## src/rtl/lut_target_table.sv

```systemverilog
// lut_target_table: runtime-writable branch-target table with registered lookup and clear sweep.
// Optional macro LUT_TGT_BYPASS_EN forwards a same-cycle write/invalidate to a same-index lookup.
module lut_target_table #(
    parameter int ADDR_W = 4,
    parameter int TGT_W = 8,
    parameter logic [TGT_W-1:0] DEFAULT_TARGET = '0
) (
    input  logic              i_clk,
    input  logic              i_rst_n,
    input  logic              i_rd_en,
    input  logic [ADDR_W-1:0] i_addr,
    output logic [TGT_W-1:0]  o_target,
    output logic              o_hit,
    output logic              o_rd_valid,
    input  logic              i_wr_en,
    input  logic              i_wr_inv,
    input  logic [ADDR_W-1:0] i_wr_addr,
    input  logic [TGT_W-1:0]  i_wr_data,
    input  logic              i_clear_req,
    output logic              o_busy
);
    localparam int DEPTH = 2**ADDR_W;
    localparam logic [0:0] S_SWEEP = 1'b0;
    localparam logic [0:0] S_RUN = 1'b1;

    logic [0:0]        r_state;
    logic [ADDR_W:0]   r_ptr;
    logic [TGT_W-1:0]  r_mem [DEPTH];
    logic [DEPTH-1:0]  r_valid;
    logic [TGT_W-1:0]  r_target;
    logic              r_hit;
    logic              r_rd_valid;

    logic              w_run;
    logic              w_wr;
    logic              w_inv;
    logic              w_last;
    logic [ADDR_W-1:0] w_ptr;
    logic [TGT_W-1:0]  w_rd_data;
    logic              w_rd_hit;

    // ClearReq pre-empts any write issued in the same cycle
    assign w_run  = r_state == S_RUN;
    assign w_wr   = w_run & i_wr_en & ~i_clear_req;
    assign w_inv  = w_run & i_wr_inv & ~i_wr_en & ~i_clear_req;
    assign w_ptr  = r_ptr[ADDR_W-1:0];
    assign w_last = r_ptr == (ADDR_W+1)'(DEPTH-1);

`ifdef LUT_TGT_BYPASS_EN
    logic w_byp_wr;
    logic w_byp_inv;
    assign w_byp_wr  = w_wr && (i_wr_addr == i_addr);
    assign w_byp_inv = w_inv && (i_wr_addr == i_addr);
    assign w_rd_data = w_byp_wr ? i_wr_data : r_mem[i_addr];
    assign w_rd_hit  = w_byp_wr | (~w_byp_inv & r_valid[i_addr]);
`else
    assign w_rd_data = r_mem[i_addr];
    assign w_rd_hit  = r_valid[i_addr];
`endif

    always_ff @(posedge i_clk or negedge i_rst_n) begin
        if (!i_rst_n) begin
            r_state <= S_SWEEP;
            r_ptr   <= '0;
        end else if (i_clear_req) begin
            r_state <= S_SWEEP;
            r_ptr   <= '0;
        end else if (!w_run) begin
            r_ptr <= r_ptr + (ADDR_W+1)'(1);
            if (w_last) r_state <= S_RUN;
        end
    end

    always_ff @(posedge i_clk or negedge i_rst_n) begin
        if (!i_rst_n) r_valid <= '0;
        else if (!w_run) r_valid[w_ptr] <= 1'b0;
        else if (w_wr) r_valid[i_wr_addr] <= 1'b1;
        else if (w_inv) r_valid[i_wr_addr] <= 1'b0;
    end

    // Table data has no reset; the sweep initialises it
    always_ff @(posedge i_clk) begin
        if (!w_run) r_mem[w_ptr] <= DEFAULT_TARGET;
        else if (w_wr) r_mem[i_wr_addr] <= i_wr_data;
    end

    always_ff @(posedge i_clk or negedge i_rst_n) begin
        if (!i_rst_n) begin
            r_target   <= '0;
            r_hit      <= 1'b0;
            r_rd_valid <= 1'b0;
        end else begin
            r_rd_valid <= i_rd_en;
            if (i_rd_en) begin
                r_target <= w_run ? w_rd_data : DEFAULT_TARGET;
                r_hit    <= w_run & w_rd_hit;
            end
        end
    end

    assign o_target   = r_target;
    assign o_hit      = r_hit;
    assign o_rd_valid = r_rd_valid;
    assign o_busy     = ~w_run;
endmodule

```

## config.mk

```make
export PLATFORM = sky130hd
export DESIGN_NAME = lut_target_table
export DESIGN_NICKNAME = d
export VERILOG_FILES = /design/src/rtl/lut_target_table.sv
export SDC_FILE = /design/constraint.sdc
export NUM_CORES = 1
export LEC_CHECK = 0
export BUFFER_PORTS_ARGS = -buffer_cell sky130_fd_sc_hd__buf_2
export CAP_MARGIN = 0
export CORE_ASPECT_RATIO = 0.8
export CORE_MARGIN = 1.5
export CORE_UTILIZATION = 55
export DETAILED_ROUTE_END_ITERATION = 8
export MAX_ROUTING_LAYER = met4
export PLACE_DENSITY = 0.73
export SYNTH_ARGS = -nofsm -noshare
export SYNTH_HDL_FRONTEND = slang
export SYNTH_SLANG_ARGS = --single-unit
```

## constraint.sdc

```tcl
create_clock -name i_clk -period 2.2 [get_ports i_clk]
set_input_delay 0.22 -clock i_clk [delete_from_list [all_inputs] [get_ports i_clk]]
set_output_delay 0.22 -clock i_clk [all_outputs]
set_load 0.02 [all_outputs]
```

==> impl_metrics.ini, run 1 <==
[floorplanning]
die_area_um2 = 13400
io_pins = 33
start_util_pct = 57.0
num_rows = 36
die_w_um = 129
coreArea_um2 = 12300
die_y_um = 104

[power_and_ir_drop]
p_per_area_nw_per_um2 = 838
finalPower_mw = 6.75
p_leak_nw = 3.29
ir_drop_mv = 0.715

[critical_path]
slowest_stage = nor2_1
crit_path_end_kind = flop
required_ns = 2.25
cp_max_fo = 13
cp.buffers_inverters = 2
r2r-end = r_mem[14][6]$_DFFE_PP_
r2r_start = r_state$_DFF_PN0_
worst-path-stages = 5
arrival_ns = 2.17
crit_type = flop to flop
startpoint = r_state$_DFF_PN0_
r2r_slack_ns = 0.08
crit_family = simple AND/OR/NAND/NOR gates
cp-start-kind = flop
worstRegToRegCells = 5
max_stage_delay_ns = 0.54
crit_chain = buf_4 > inv_1 > and3_1 > nor2_1 > nor2_1
crit_end = r_mem[14][6]$_DFFE_PP_
cp_common_cell = nor2_1

[grt]
grt_pass1_vias = 4266
grt_pass1_wl_um = 24300
grt_max_degree = 41
antenna_found_initial = 0
overflow = 0
track_usage_pct = 25.8

[synthesis]
syn_avg_cell_area_um2 = 14.5
syn_nets = 509
syn-cell-area_um2 = 7000
ys_warn_count = 0
yosys.area.top_type = edfxtp_1
synth-async-reset-ratio_pct = 20.0
ys.flop_type = edfxtp_1
synth_cells = 482
seq_area_frac_synth_pct = 66.3
synth_enable_flop_cells = 128
ys_seq_elements = 160
synthTopCellsByArea = edfxtp_1, dfrtp_1, mux2i_1
synth_cell_type_count = 40
synthDominantCellAreaShare_pct = 54.9

[routing]
firstDrtPassIters = 5
viasPerCell = 5.96
drt_iter0_drc = 557
totalWireLength_um = 16000
vias = 4312
ant_nets = 0
wl_per_cell_um = 22.1
drcViolationCount = 0

[run_status]
status = complete, no violations

[placed_design]
port_buffers = 32
place.gp.congestion = 0.936
pre_cts_ws_ns = 0.0843
dp.cells = 690
hpwl_um = 10800

[layout]
antennaDiodeCount = 0
final_cells = 723
area_delta_synth_final_pct = 14.9
n_fill_cell = 833
drive_gt1_share_pct = 21.4
nNetsFinal = 566

[clock_tree]
clkTransAtPathRegs_ns = 0.06
worstSkewPairLatency_ns = 0.42
cts_buffers = 17
cts_buffer_depth = 2
clock_sinks = 160
htreeDepth = 4
cts_root_buf = clkbuf_16
cts_setup_buffers = 0
cts_tree = done

[sta]
max_freq_ghz = 0.472
hold_viol = 0
hold_slack_ns = 0.0772
post-route-period-util_pct = 96.2
fin_setup_tns_ns = 0
layout_min_cycle_time_ns = 2.12
layout_setup_ws_ns = 0.0832
setup_violations = 0
rsz0062_at_grt = false
timing.max_slew.rel_slack_pct = 50.3
tightest_slew_ns = 0.746
maxSlewViolCount = 0
skew_ns = 0.0101

[worst_hold_path]
hold_class = input port to flop

[job]
cap_violations = 0
[metal layers]
| layer | track usage (%) | vias up | share of wire, % |
|---|---|---|---|
| li1 | - | 1943 | - |
| met1 | 36.2 | 2156 | 44 |
| met2 | 37.6 | 191 | 47 |
| met3 | 6.28 | 22 | 7.6 |
| met4 | 7.87 | 0 | 1.4 |
| met5 | - | - | 0 |
[report_power, final]
part / total (mW) / internal, mW / switching [mW]
clock network: 3.03 / 1.89 / 1.14
logic: 0.388 / 0.140 / 0.249
registers: 3.33 / 3.30 / 0.0229
[cells in the final DEF (no fill, tap or decap), types with 11 or more instances in the layout]
cell / instances
nand2_1: 26
buf_4: 27
clkbuf_16: 17
nand3_1: 28
nor2_2: 13
a22oi_1: 27
a21oi_1: 15
buf_2: 31
mux2i_1: 77
and2_1: 11
nor2_1: 23
dfrtp_1: 32
edfxtp_1: 128
[flip-flops by register name, indices dropped and copies added, names as in the netlist, named ones only]
name and cells:
o_hit 1, o_rd_valid 1, o_target 8, r_mem 128, r_ptr 5, r_state 1
[worst reg2reg max path: stages, from the launching register on]
cell and delay [ns]:
dfrtp_1 0.44, buf_4 0.22, inv_1 0.11, and3_1 0.28
nor2_1 0.15, nor2_1 0.54
[area by class of cell]
cell class                 count  area, um^2  area share (%)
inverter                       8        30.0           0.373
timing repair buffer          60         388            4.82
clock inverter                12         166            2.07
clock buffer                  20         437            5.43
multi-input combinational    292        2170            27.0
sequential                   160        4640            57.7
tap                          171         214            2.66
[how the worst min path moves through the flow]
stage | slack [ns] | start | depth (start not counted) | to
floorplan | -0.08 | i_rst_n | 0 | asynchronous set/reset pin
global placement | 0.31 | i_rst_n | 1 | asynchronous set/reset pin
detailed placement | 0.33 | i_rst_n | 1 | asynchronous set/reset pin
CTS | 0.07 | i_rd_en | 1 | o_rd_valid$_DFF_PN0_
global route | 0.07 | i_rd_en | 1 | o_rd_valid$_DFF_PN0_
finish | 0.08 | i_rd_en | 1 | o_rd_valid$_DFF_PN0_
[cells by family after synthesis]
group	count (synthesis)	share of synthesized area (%)
XOR/XNOR	3	0.375
AND/OR/NAND/NOR	147	11.7
AO/OA/AOI/OAI	60	6.59
flip-flops	160	66.3
multiplexers	77	11.0
buffers and inverters	30	3.14
adder cells (fa/ha/maj)	5	0.893
[synth_stat cells (9+ instances only)]
master / number
a21oi_1: 15
a22oi_1: 27
and2_1: 11
buf_6: 9
dfrtp_1: 32
edfxtp_1: 128
mux2i_1: 77
nand2_1: 26
nand2b_1: 9
nand3_1: 28
nor2_1: 35
[repair_timing]
action	in CTS	in global routing
gates resized for setup	0	12
hold buffers	1	0
endpoints found under the hold margin	32	0
endpoints found under the setup margin	0	88
[metrics by stage]
step           cell area, um^2  util, %
6_report                  8050     65.5
5_1_grt                   8050     65.5
4_1_cts                   8020     65.2
3_5_place_dp              7410     60.2
3_3_place_gp              7410     60.2
2_1_floorplan             7000        -
Note: power is estimated with default switching activity, not from simulation.
==> run 2, diff against run 1 <==
--- a/config.mk
+++ b/config.mk
@@ -10,8 +10,8 @@
 export CORE_ASPECT_RATIO = 0.8
 export CORE_MARGIN = 1.5
 export CORE_UTILIZATION = 55
+export CTS_CLUSTER_DIAMETER = 40
 export DETAILED_ROUTE_END_ITERATION = 8
-export MAX_ROUTING_LAYER = met4
 export PLACE_DENSITY = 0.73
 export SYNTH_ARGS = -nofsm -noshare
 export SYNTH_HDL_FRONTEND = slang
==> run 2 against run 1 <==
Effect of this change:
- sequential power about the same
- cell area unchanged
- non-clock buffer count unchanged
- setup slack improved by 0.010 ns
- maximum frequency increased by 0.49%
- die area unchanged
- clock-buffer cell count unchanged
- wire length decreased by 0.29%
- power about the same
- first-iteration DRC count decreased by 0.18%
- register-to-register slack about the same
- largest cell class unchanged
- largest power group unchanged
- highest routed layer unchanged
==> impl_metrics.ini, run 2 (synthesis results as in run 1) <==
[floorplanning]
die_y_um = 104
die_area_um2 = 13400
coreArea_um2 = 12300
die_w_um = 129
start_util_pct = 57.0
num_rows = 36
io_pins = 33

[sta]
max_freq_ghz = 0.475
hold_slack_ns = 0.0807
hold_viol = 0
maxSlewViolCount = 0
setup_violations = 0
skew_ns = 0.0120
post-route-period-util_pct = 95.8
layout_setup_ws_ns = 0.0934
tightest_slew_ns = 0.749
fin_setup_tns_ns = 0
rsz0062_at_grt = false
layout_min_cycle_time_ns = 2.11
timing.max_slew.rel_slack_pct = 50.1

[placed_design]
pre_cts_ws_ns = 0.0843
hpwl_um = 10800
place.gp.congestion = 0.920
dp.cells = 690
placed_area_um2 = 7410
port_buffers = 32

[power_and_ir_drop]
switching_share_pct = 21.0
finalPower_mw = 6.75
p_int_mw = 5.33
seq_power_share_pct = 49.3
switchingPower_mw = 1.42
p_clk_share_pct = 44.9
p_per_area_nw_per_um2 = 838
comb_power_share_pct = 5.8
ir_drop_mv = 0.715
p_leak_nw = 3.29

[clock_tree]
cts_buffer_depth = 2
worstSkewPairLatency_ns = 0.42
htreeDepth = 4
cts_root_buf = clkbuf_16
cts_tree = done
cts_buffers = 17
cts_setup_buffers = 0
clkTransAtPathRegs_ns = 0.06
clock_sinks = 160

[routing]
viasPerCell = 5.97
wl_per_cell_um = 22.1
drt_iter0_drc = 556
drcViolationCount = 0
ant_nets = 0
totalWireLength_um = 15900
firstDrtPassIters = 5
vias = 4316

[critical_path]
startpoint = r_state$_DFF_PN0_
crit_type = flop to flop
required_ns = 2.25
crit_path_end_kind = flop
crit_chain = buf_4 > inv_1 > and3_1 > nor2_1 > nor2_1
crit_end = r_mem[14][3]$_DFFE_PP_
cp-start-kind = flop
arrival_ns = 2.16
worstRegToRegCells = 5
cp_common_cell = nor2_1
slowest_stage = nor2_1
r2r_slack_ns = 0.09
cp_max_fo = 13
r2r_start = r_state$_DFF_PN0_
max_stage_delay_ns = 0.53
r2r-end = r_mem[14][3]$_DFFE_PP_

[layout]
drive_gt1_share_pct = 21.4
area_delta_synth_final_pct = 14.9
final_cells = 723
n_fill_cell = 833
largest_reg_flops = 128
nNetsFinal = 566
seq_area_um2 = 4640
stdcell_area_um2 = 8050
multiInputGateArea_um2 = 2170
antennaDiodeCount = 0
regMostFlops = r_mem
final_util_pct = 65.5
final_common_cell = edfxtp_1
layout_common_cells = edfxtp_1, mux2i_1, dfrtp_1

[grt]
grt_pass1_wl_um = 24300
grt_pass1_vias = 4265
overflow = 0
track_usage_pct = 25.1
antenna_found_initial = 0
grt_max_degree = 41

[job]
cap_violations = 0

[worst_hold_path]
hold_class = input port to flop

[run_status]
status = complete, no violations
==> run 2: how the worst min path moves through the flow <==
stage	startpoint	endpoint	slack [ns]	depth (start not counted)
after floorplan	i_rst_n	asynchronous set/reset pin	-0.08	0
after global placement	i_rst_n	asynchronous set/reset pin	0.31	1
after detailed placement	i_rst_n	asynchronous set/reset pin	0.33	1
after CTS	i_rd_en	o_rd_valid$_DFF_PN0_	0.07	1
after global routing	i_rd_en	o_rd_valid$_DFF_PN0_	0.07	1
final	i_rd_en	o_rd_valid$_DFF_PN0_	0.08	1
==> run 2: layer usage <==
metal,global-route usage (%),share of wire [%],vias to the layer above
met2,37.6,47,199
met3,6.28,8.0,22
met5,0,0,-
li1,-,-,1941
met4,7.87,1.6,0
met1,36.2,43,2154
==> run 2: power groups by stage <==
stage	Clock, mW	Combinational [mW]	Sequential [mW]
finish	3.03	0.389	3.33
global route	3.19	0.416	3.33
CTS	3.04	0.379	3.33
detailed placement	0	0.375	3.39
global placement	0	0.369	3.39
floorplan	0	0.250	3.38
==> run 2: timing repair <==
| item | in CTS | in global routing |
|---|---|---|
| setup endpoints to repair | 0 | 88 |
| hold buffers | 1 | 0 |
| gates resized for setup | 0 | 12 |
| endpoints found under the hold margin | 32 | 0 |
==> run 2: area by class of cell <==
| class | instances | area share (%) |
|---|---|---|
| Sequential cell | 160 | 57.7 |
| Clock inverter | 12 | 2.07 |
| Clock buffer | 20 | 5.43 |
| Timing Repair Buffer | 60 | 4.82 |
| Multi-Input combinational cell | 292 | 27.0 |
| Tap cell | 171 | 2.66 |
| Inverter | 8 | 0.373 |
==> run 2: worst max-delay path: cells and delay by family (launching register included) <==
kind,cells,cell delay [ns]
buffers and inverters,2,0.33
flip-flops,1,0.44
AND/OR/NAND/NOR,3,0.96
